<file path="config.mk">
export PLATFORM = sky130hd
export DESIGN_NAME = counter_sequencer
export DESIGN_NICKNAME = d
export VERILOG_FILES = /design/src/rtl/counter_seq_pkg.sv /design/src/rtl/counter_sequencer_count_reg.sv /design/src/rtl/counter_sequencer.sv
export SDC_FILE = /design/constraint.sdc
export NUM_CORES = 1
export LEC_CHECK = 0
export ABC_AREA = 0
export CORE_AREA = 5 5 44 83
export CTS_CLUSTER_SIZE = 20
export DETAILED_ROUTE_END_ITERATION = 8
export DIE_AREA = 0 0 49 88
export PLACE_DENSITY = 0.8
export SETUP_SLACK_MARGIN = 0.02
export SLEW_MARGIN = 20
export SYNTH_ARGS = -nofsm -noshare
export SYNTH_HDL_FRONTEND = slang
export SYNTH_HIERARCHICAL = 1
export SYNTH_SLANG_ARGS = --single-unit
</file>
<file path="constraint.sdc">
create_clock -name clk -period 2.36 [get_ports clk]
set_input_delay 0.236 -clock clk [delete_from_list [all_inputs] [get_ports clk]]
set_output_delay 0.236 -clock clk [all_outputs]
set_load 0.05 [all_outputs]
</file>
<file path="src/rtl/counter_seq_pkg.sv">
// ============================================================================
// Module   : counter_seq_pkg
// Purpose  : Shared types and constants for the counter run-control sequencer.
//            Holds the sequencer state encoding and the run-mode constants.
// Revision : 1.0  initial release
// ============================================================================
`default_nettype none

package counter_seq_pkg;

  typedef enum logic [1:0] {
    ST_IDLE = 2'b00,
    ST_RUN  = 2'b01,
    ST_HOLD = 2'b10,
    ST_DONE = 2'b11
  } state_t;

  localparam logic MODE_ONESHOT = 1'b0;
  localparam logic MODE_RELOAD  = 1'b1;

endpackage

`default_nettype wire

</file>
<file path="src/rtl/counter_sequencer_count_reg.sv">
// ============================================================================
// Module   : count_reg
// Purpose  : WIDTH-bit up-counter register with clear / increment / hold.
//            Clear has priority over increment; with neither asserted the
//            value holds.
// Ports    : clk    - system clock
//            reset  - asynchronous active-low reset (q -> 0)
//            clr    - synchronous clear to 0
//            inc    - synchronous increment by one
//            q      - current count
//            qbar   - bitwise inverse of q
// Revision : 1.0  initial release
// ============================================================================
`default_nettype none

module count_reg #(
  parameter int WIDTH = 4
) (
  input  logic             clk,
  input  logic             reset,
  input  logic             clr,
  input  logic             inc,
  output logic [WIDTH-1:0] q,
  output logic [WIDTH-1:0] qbar
);

  always_ff @(posedge clk or negedge reset) begin
    if (!reset) begin
      q <= '0;
    end else if (clr) begin
      q <= '0;
    end else if (inc) begin
      q <= q + 1'b1;
    end
  end

  assign qbar = ~q;

endmodule

`default_nettype wire

</file>
<file path="src/rtl/counter_sequencer.sv">
// ============================================================================
// Module   : counter_sequencer
// Purpose  : Run-control sequencer for a WIDTH-bit up-counter. Accepts
//            start/stop/pause commands with a programmable terminal value and
//            runs the counter one-shot or auto-reload, reporting terminal
//            count, completion, rejected launches and reload wraps.
// Ports    : clk    - system clock
//            reset  - asynchronous active-low reset
//            start  - launch request (honoured in IDLE and DONE only)
//            stop   - abort to IDLE, highest priority
//            pause  - level, freezes counting in RUN/HOLD
//            mode   - 0 one-shot, 1 auto-reload (latched at launch)
//            limit  - terminal count (latched at launch, 0 is rejected)
//            q/qbar - count and its inverse
//            busy   - RUN or HOLD
//            done   - DONE state
//            tc     - terminal-count strobe (combinational)
//            err    - one-cycle pulse after a rejected launch
//            wraps  - saturating reload-wrap count since last launch
// Revision : 1.0  initial release
// ============================================================================
`default_nettype none

module counter_sequencer
  import counter_seq_pkg::*;
#(
  parameter int WIDTH = 4,
  parameter int WRAPW = 8
) (
  input  logic             clk,
  input  logic             reset,
  input  logic             start,
  input  logic             stop,
  input  logic             pause,
  input  logic             mode,
  input  logic [WIDTH-1:0] limit,
  output logic [WIDTH-1:0] q,
  output logic [WIDTH-1:0] qbar,
  output logic             busy,
  output logic             done,
  output logic             tc,
  output logic             err,
  output logic [WRAPW-1:0] wraps
);

  state_t           state;
  state_t           state_nxt;
  logic [WIDTH-1:0] limit_r;
  logic             mode_r;
  logic             cnt_clr;
  logic             cnt_inc;
  logic             launch;
  logic             wrap_inc;
  logic             err_nxt;
  logic             at_limit;

  count_reg #(
    .WIDTH (WIDTH)
  ) u_count_reg (
    .clk   (clk),
    .reset (reset),
    .clr   (cnt_clr),
    .inc   (cnt_inc),
    .q     (q),
    .qbar  (qbar)
  );

  assign at_limit = (q == limit_r);

  always_comb begin
    state_nxt = state;
    cnt_clr   = 1'b0;
    cnt_inc   = 1'b0;
    launch    = 1'b0;
    wrap_inc  = 1'b0;
    err_nxt   = 1'b0;
    tc        = 1'b0;
    unique case (state)
      ST_IDLE: begin
        cnt_clr = 1'b1;
        if (!stop && start) begin
          if (limit != '0) begin
            launch    = 1'b1;
            state_nxt = ST_RUN;
          end else begin
            err_nxt = 1'b1;
          end
        end
      end
      ST_RUN: begin
        if (stop) begin
          state_nxt = ST_IDLE;
          cnt_clr   = 1'b1;
        end else if (pause) begin
          state_nxt = ST_HOLD;
        end else if (at_limit) begin
          tc = 1'b1;
          if (mode_r == MODE_RELOAD) begin
            cnt_clr  = 1'b1;
            wrap_inc = 1'b1;
          end else begin
            // q is already at limit_r, so DONE holds it by not touching q
            state_nxt = ST_DONE;
          end
        end else begin
          cnt_inc = 1'b1;
        end
      end
      ST_HOLD: begin
        // Returning to RUN only re-enables counting; the terminal check
        // happens in RUN so a release at the limit still yields one tc.
        if (stop) begin
          state_nxt = ST_IDLE;
          cnt_clr   = 1'b1;
        end else if (!pause) begin
          state_nxt = ST_RUN;
        end
      end
      ST_DONE: begin
        if (stop) begin
          state_nxt = ST_IDLE;
          cnt_clr   = 1'b1;
        end else if (start) begin
          if (limit != '0) begin
            launch    = 1'b1;
            state_nxt = ST_RUN;
            cnt_clr   = 1'b1;
          end else begin
            err_nxt = 1'b1;
          end
        end
      end
      default: begin
        state_nxt = ST_IDLE;
        cnt_clr   = 1'b1;
      end
    endcase
  end

  always_ff @(posedge clk or negedge reset) begin
    if (!reset) begin
      state   <= ST_IDLE;
      limit_r <= '0;
      mode_r  <= MODE_ONESHOT;
      wraps   <= '0;
      err     <= 1'b0;
    end else begin
      state <= state_nxt;
      err   <= err_nxt;
      if (launch) begin
        limit_r <= limit;
        mode_r  <= mode;
        wraps   <= '0;
      end else if (wrap_inc && (wraps != {WRAPW{1'b1}})) begin
        wraps <= wraps + 1'b1;
      end
    end
  end

  assign busy = (state == ST_RUN) || (state == ST_HOLD);
  assign done = (state == ST_DONE);

endmodule

`default_nettype wire

</file>
== Word-level counts from Yosys, hierarchy flattened ==
Cells that the tools add are included.

* Eq/ne operators: 10
* Mux-type cells: 42
* $add $sub $neg: 2
* Bitwise logic cells: 1
* Reduce and logical (&&, ||, !) cells: 9

{| class="wikitable"
|+ Operators by type and width
! kind !! count
|-
| 1-bit two-way mux || 24
|-
| 2-bit two-way mux || 10
|-
| 8-bit two-way mux || 2
|-
| 8-bit by 1-bit adder with 8-bit output, second input constant || 1
|-
| 4-bit two-way mux || 2
|-
| 4-bit != test, second input constant || 2
|-
| 8-bit != test, second input constant || 1
|-
| 2-bit case mux with 4 select lines || 1
|-
| 3-bit != test, second input constant || 2
|-
| 5-bit AND reduction || 1
|-
| 4-bit by 1-bit adder with 4-bit output, second input constant || 1
|-
| 2-bit equality test, second input constant || 2
|-
| 4-bit equality test || 1
|-
| 4-bit inverter || 1
|-
| 1-bit case mux with 2 select lines || 2
|-
| 1-bit case mux with 4 select lines || 1
|-
| 2-bit nonzero test || 2
|-
| 4-bit nonzero test || 1
|-
| 2-bit by 1-bit equality test with 1-bit output, second input constant || 1
|-
| 1-bit logical AND || 2
|-
| 2-bit zero test || 1
|-
| 2-bit != test, second input constant || 1
|-
| 1-bit zero test || 1
|-
| 1-bit logical OR || 1
|}

* Output and inout bits: 20
* Input bits: 10
* Logic and storage cells: 70
* Register bits after elaboration: 20

== Logic depth before layout (Yosys ltp) ==
* Depth in word-level cells: 8
* Mapped depth: 7
* Gate-level depth less buffers: 6

== Modules after synthesis ==
The synthesis kept the hierarchy.

{| class="wikitable"
|+ By module, submodules not included
! module !! times used !! cells an instance !! area an instance (um2) !! seq. area each (um2)
|-
| counter_sequencer || 1 || 112 || 1022.2 || 400.4
|-
| count_reg || 1 || 20 || 207.7 || 100.1
|}

== Worst setup path after synthesis ==
OpenSTA, ideal clock, no wires.

* Path type: register -> output
* Start: register u_count_reg.q[2]
* End: output tc
* Arrival time: 2694 ps
* Path buffers: 2
* Cell stages (with the launch flop): 6
* Slack: -570 ps
* Required time: 2124 ps
* Cells stage by stage: dfrtp_1 > xor2_1 > or4_1 > buf_2 > buf_6 > nor3_1

* Cells in the longest elaborated chain, start to end: 5

{| class="wikitable"
|+ Ends and longest elaborated chain
! item !! line !! source
|-
| from (decl) || counter_sequencer_count_reg.sv:23 || <nowiki>output logic [WIDTH-1:0] q,</nowiki>
|-
| from (signal assigned) || counter_sequencer_count_reg.sv:33 || <nowiki>q <= q + 1'b1;</nowiki>
|-
| 4-bit equality test || counter_sequencer.sv:68 || <nowiki>assign at_limit = (q == limit_r);</nowiki>
|-
| 1-bit two-way mux || counter_sequencer.sv:96 || <nowiki>end else if (at_limit) begin</nowiki>
|-
| 1-bit two-way mux || counter_sequencer.sv:94 || <nowiki>end else if (pause) begin</nowiki>
|-
| 1-bit two-way mux || counter_sequencer.sv:91 || <nowiki>if (stop) begin</nowiki>
|-
| 1-bit two-way mux || counter_sequencer.sv:78 || <nowiki>unique case (state)</nowiki>
|-
| to (decl) || counter_sequencer.sv:41 || <nowiki>output logic tc,</nowiki>
|}

No other way between the ends.

== Final worst setup path ==
Same ends and word-level chain as after synthesis.

==> summary.md <==
| Metric | Value |
|---|---|
| Status | complete, no violations |
| DR iter-0 viols | 16 |
| Power Density | 973 nW/um2 |
| Num ports | 30 |
| Top routing layer in use | met4 |
| Port Buffers | 29 |
| Setup bufs post-CTS | 0 |
| Hpwl dp | ~2.3 mm |
| Hold_ws | 0.303 ns |
| Hold_buf cts | 0 |
| Commonest cells after routing, fill and taps aside | 28 x clkdlybuf4s50_1, 16 x dfrtp_1, 11 x nand2_1 |
| Unrepaired setup endpoints after global routing | false |
| FP Rows | 28 |
| Clk root buf | clkbuf_8 |
| Mapped Nets | between 100 and 150 |
| Worst Skew | about 0.0055 ns |
| Worst-case reg-to-reg path depth | 6 |
| Inserted Clock Buffers | 3 |
| Setup tns final | 0 ns |
| Commonest non-fill, non-tap cell in the layout | clkdlybuf4s50_1 |
| FF+latch area | 505 um2 |
| Clock Latency Late Sink | between 0.2 and 0.3 ns |
| FF+latch count, synth | 20 |
| Hold Crit Class | in -> async |
| Crit-path cells | xor2_1 > or4_4 > buf_6 > nor3_4 > buf_12 |
| Resize count post-CTS | 0 |
| CP endpoint kind | primary output |
| Met3 WL post-DR | 144 um |
| Worst setup margin | 0.118 ns |
| Antenna violations before repair | 0 |
| Fmax | about 450 MHz |
| Vias | 1156 |
| Largest stage delay, worst path | 0.57 ns |
| CTS tree | built |
| Share of cells above drive strength 1 | 0.127 |
| Worst r2r src | state[1] |
| Pins Over Slew Limit | 0 |
| Initial Util | 0.418 |
| Wire length on met1 | 1.22 mm |
| Slew margin rel. | 0.582 |
| Post-synth top flop | dfrtp_1 |
| GRT Total Usage | 0.152 |
| Final hold viol count | 0 |
| Area of the core | 2940 um2 |
| # setup viols final | 0 |
| Pleak | 0.692 nW |
| Vias in the first global route | 1181 |
| Total congestion overflow | 0 |
| Worst-path maximum fanout | 16 |
| CP arrival | 2.01 ns |
| Worst EP required | 2.12 ns |
| Area growth syn-to-layout | 37.4% |
| Max-cap viol count | 0 |
| Worst path slowest cell | or4_4 |
| Post-layout min period | between 2 and 2.5 ns |
| Register area share after synthesis | 0.407 |
| DR DRC count | 0 |
| Synth Area per Inst | around 9.3 um2 |
| WL final | 3.10 mm |
| Clock Path Buffers | 2 |
| Reg clk slew, reported paths | 0.08 ns |
| Pre-CTS setup slack | 0.182 ns |
| Async SR Flop Fraction | 1.00 |
| Met2 wire len | 1.67 mm |
| First-pass GRT wire length | around 5.2 mm |
| Ant diodes | 0 |
| Pin count of the biggest net entering global routing | 21 |
| H-Tree Depth | 1 |
| R2r setup slk | 0.25 ns |
| Crit path from | u_count_reg/q[2] |
| Vias/cell | between 5 and 6 |
| Ys Warns | 6 |
| Area of the multi-input gates | 701 um2 |
| Crit Path Category | reg -> out |
| Die Wd | 49 um |
| GPL Wtd Cong | 0.810 |
| Distinct cell type count of the synthesized netlist | 40 |
| CTS sink count | 20 |
| Worst-Margin Slew | 0.624 ns |
| Syn Inst Count | 132 |
| Net count, final | 182 |
| Startpoint Class | register |
| ANT nets after route | 0 |
| Die height | about 88 um |
| Die footprint | 4310 um2 |
| Max VDD drop | 0.000683 V |
| EDFF count, synth | 0 |
| Mapped cell area | around 1200 um2 |
| Period utilization | 0.950 |
| Filler cells | 274 |
| Routed WL per cell | 15.9 um |
| Router iterations before antenna repair | 4 |
[metrics by stage]
step	util	area (um2)	total power, mW	std cells
floorplan	-	1260	1.07	132
global placement	0.548	1610	1.25	191
detailed placement	0.548	1610	1.27	191
CTS	0.572	1680	1.63	195
global route	0.574	1690	1.76	195
finish	0.574	1690	1.64	195
[metal layers]
| layer | vias up | track usage |
|---|---|---|
| met4 | 0 | 0.0784 |
| li1 | 551 | - |
| met5 | - | 0 |
| met2 | 29 | 0.269 |
| met3 | 6 | 0.0307 |
| met1 | 570 | 0.168 |
[cells by family (layout without fill, tap and decap cells)]
kind of cell / count (synthesis) / after routing / synth area share
simple gates: 49 / 49 / 0.221
compound gates: 35 / 35 / 0.197
flops: 20 / 20 / 0.407
buf+inv: 14 / 47 / 0.0498
fa+ha+maj: 6 / 6 / 0.0610
xor+xnor: 5 / 5 / 0.0356
mux: 3 / 3 / 0.0285
[area by class of cell]
cell class	instances	share of cell area
multi-input combinational	98	0.415
timing repair buffer	34	0.202
clock inverter	1	0.0178
inverter	9	0.0200
tap	30	0.0222
sequential	20	0.299
clock buffer	3	0.0244
[cells in the mapped netlist, drive strengths merged, types with 2 or more instances]
library cell	instances	share of area
dfrtp	20	0.41
nand2	11	0.034
a21oi	10	0.041
inv	9	0.027
ha	6	0.061
nor2	6	0.018
or4	6	0.037
o31ai	5	0.031
nand2b	4	0.020
o21ai	4	0.016
xor2	4	0.028
a22o	3	0.022
clkbuf	3	0.0092
nand4	3	0.015
nor2b	3	0.015
nor3	3	0.012
nor4	3	0.015
or3	3	0.015
buf	2	0.013
mux2i	2	0.016
nand3	2	0.0081
nand3b	2	0.012
o211ai	2	0.012
o311ai	2	0.014
[flip-flops by register name (all words and copies together), names as in the netlist]
signal	cells
err	1
limit_r	4
mode_r	1
state	2
u_count_reg/q	4
wraps	8
[worst paths after layout]
path                                         end
worst min-delay path                  limit_r[1]
worst max-delay path                          tc
worst min register to register        limit_r[0]
min in group clk                          mode_r
worst max register to register          wraps[2]
max in group asynchronous       u_count_reg/q[3]
[critical path: cells and delay by family, from the launching register on]
family                    cells  cell delay [ns]
xor gates and xnor gates      1             0.16
buffers and inverters         2             0.35
DFF                           1             0.44
and+or+nand+nor               2             0.78
[power breakdown]
group,total [mW],internal [mW],switching (mW)
Combinational,0.822,0.322,0.501
Sequential,0.472,0.408,0.0645
Clock,0.350,0.227,0.123
(Power assumes the default switching activity.)
==> RTL change, RTL diff (same flow settings) <==
Register the outputs `busy` and `done`, with the module's reset; this adds one clock of latency there. The other outputs are not delayed to match.
--- a/src/rtl/counter_sequencer.sv
+++ b/src/rtl/counter_sequencer.sv
@@ -157,8 +157,15 @@
     end
   end
 
-  assign busy = (state == ST_RUN) || (state == ST_HOLD);
-  assign done = (state == ST_DONE);
+  always_ff @(posedge clk or negedge reset) begin
+    if (!reset) begin
+      busy <= '0;
+      done <= '0;
+    end else begin
+      busy <= (state == ST_RUN) || (state == ST_HOLD);
+      done <= (state == ST_DONE);
+    end
+  end
 
 endmodule
 
Formal check against the unedited RTL: not equivalent (a bounded check fails within 4 cycles, from zero or initial values and one cycle with reset low).
==> RTL change against the original RTL <==
- worst hold slack improved by 16 ps
- clock power fell by 20%
- sequential cell count grew 2
- final area up 1.9%
- synthesized area is 4.6% higher
- setup slack better by 56 ps
- power decreased by 4.4%
- combinational power shrank 8.8%
- clock skew grew 1.1 ps
- wire length increased by 10%
==> RTL change: results (changes against the original RTL) <==
Peak VDD IR 0.000546 V (-20%); fraction of layout instances using a drive strength above 1 0.111 (-0.0162); family with the most delay on the worst path simple AND/OR/NAND/NOR gates; outcome finished clean; number of I/O port buffers 29 (unchanged); post-synthesis net count 151 (+2.0%); post-placement cell count 197 (+3.1%); CP max FO 7 (-9); max frequency 457 MHz (+2.6%); yosys warns 6 (unchanged); synth cell count leaders dfrtp_1 (22), a21oi_1 (11), inv_1 (11); number of antenna violations at the first check in global routing 0 (unchanged); worst min path class in -> async; Final #Nets 188 (+3.3%); clock skew 6.65 ps (+1.12 ps); critical path's largest stage delay 570 ps (about the same); GRT met2 Usage 0.314 (+0.0452); post-synthesis cell type count 39 (-2.5%); fill cell count 263 (-4.0%); Data arrival, critical path 1950 ps (-60 ps); reg2reg start u_count_reg/q[0]$_DFFE_PN0P_; first-pass GRT wire length 5830 um (+11%); 1st-iter DRT viols 56 (+40); Total GRT Usage 0.173 (+0.0215); max_slew headroom 0.627 (+0.0453); fraction of registers with async set/reset 1.00 (unchanged); largest net degree at the start of global routing 23 (+9.5%); number of global-route vias before repair 1274 (+7.9%); Diodes inserted 0 (unchanged); slowest CP cell or4_1; syn_area_per_cell 9.53 um^2 (+2.3%); # resized after CTS 0 (unchanged); Crit Reg-Reg Endpoint u_count_reg/q[3]$_DFFE_PN0P_; Synth area leaders dfrtp_1 (43%), ha_1 (5.8%), a21oi_1 (4.3%), or4_1 (4.1%), inv_1 (3.2%); Antenna Nets Post-Route 0 (unchanged); Seq/Total Area, Yosys 0.428 (+0.0211); register-to-register setup slack 180 ps (-70 ps); worst slack at placement 99.8 ps (-82.6 ps); Final HPWL DP 2650 um (+13%); Vias 1207 (+4.4%); DRT Pass-1 Iters 4 (unchanged); drt wl/cell 17.0 um (+6.9%); RePlAce Congestion 0.870 (+7.4%); GRT met3 Usage 0.0392 (+0.00852); met1 Usage GRT 0.180 (+0.0123); Total Wirelength 3420 um (+10%); cts bufs inserted 3 (unchanged); Leak Pwr 0.718 nW (+3.7%)
-- RTL change: logic make-up after synthesis --
family                     synth area share
and+or+nand+nor                       0.206
AOI/OAI and AO/OA                     0.192
DFF                                   0.428
buffers and inverters                0.0447
adders and majority gates            0.0584
xor gates and xnor gates             0.0340
muxes                                0.0370
-- RTL change: worst reg2reg max path, delay by kind of cell, from the launching register on --
kind / cells / cell delay, ps
XOR/XNOR: 1 / 190
flip-flops: 1 / 470
multiplexers: 1 / 270
AND/OR/NAND/NOR: 4 / 1140
-- RTL change: through the flow --
stage | utilization | cell area, um^2 | hold slack [ps]
5_1_grt | 0.585 | 1720 | 339
2_1_floorplan | - | 1290 | -59.6
6_report | 0.585 | 1720 | 319
3_3_place_gp | 0.567 | 1670 | 506
4_1_cts | 0.585 | 1720 | 333
3_5_place_dp | 0.567 | 1670 | 506
-- RTL change: cell type report --
type                            instances  share of cell area
Timing Repair Buffer                   36               0.205
Sequential cell                        22               0.320
Inverter                               11              0.0240
Tap cell                               30              0.0218
Clock buffer                            4              0.0320
Multi-Input combinational cell         98               0.398
-- RTL change: metal layers --
layer | wire length [um] | vias to the layer above
met1 | 1240 | 579
met5 | 0 | -
met2 | 1810 | 48
met3 | 239 | 11
li1 | - | 569
met4 | 132 | 0
-- RTL change: worst max path at each step --
stage / startpoint / endpoint
global placement: limit[1] / u_count_reg/q[3]$_DFFE_PN0P_
global route: u_count_reg/q[0]$_DFFE_PN0P_ / wraps[5]$_DFFE_PN0P_
floorplan: u_count_reg/q[0]$_DFFE_PN0P_ / u_count_reg/q[3]$_DFFE_PN0P_
finish: u_count_reg/q[0]$_DFFE_PN0P_ / tc
CTS: u_count_reg/q[0]$_DFFE_PN0P_ / tc
detailed placement: limit[1] / u_count_reg/q[3]$_DFFE_PN0P_
-- RTL change: where the power goes --
part | leakage, nW | internal, mW | total, mW | switching [mW]
combinational | 0.396 | 0.300 | 0.750 | 0.450
clock | 0.0288 | 0.149 | 0.280 | 0.131
sequential | 0.293 | 0.463 | 0.542 | 0.0794
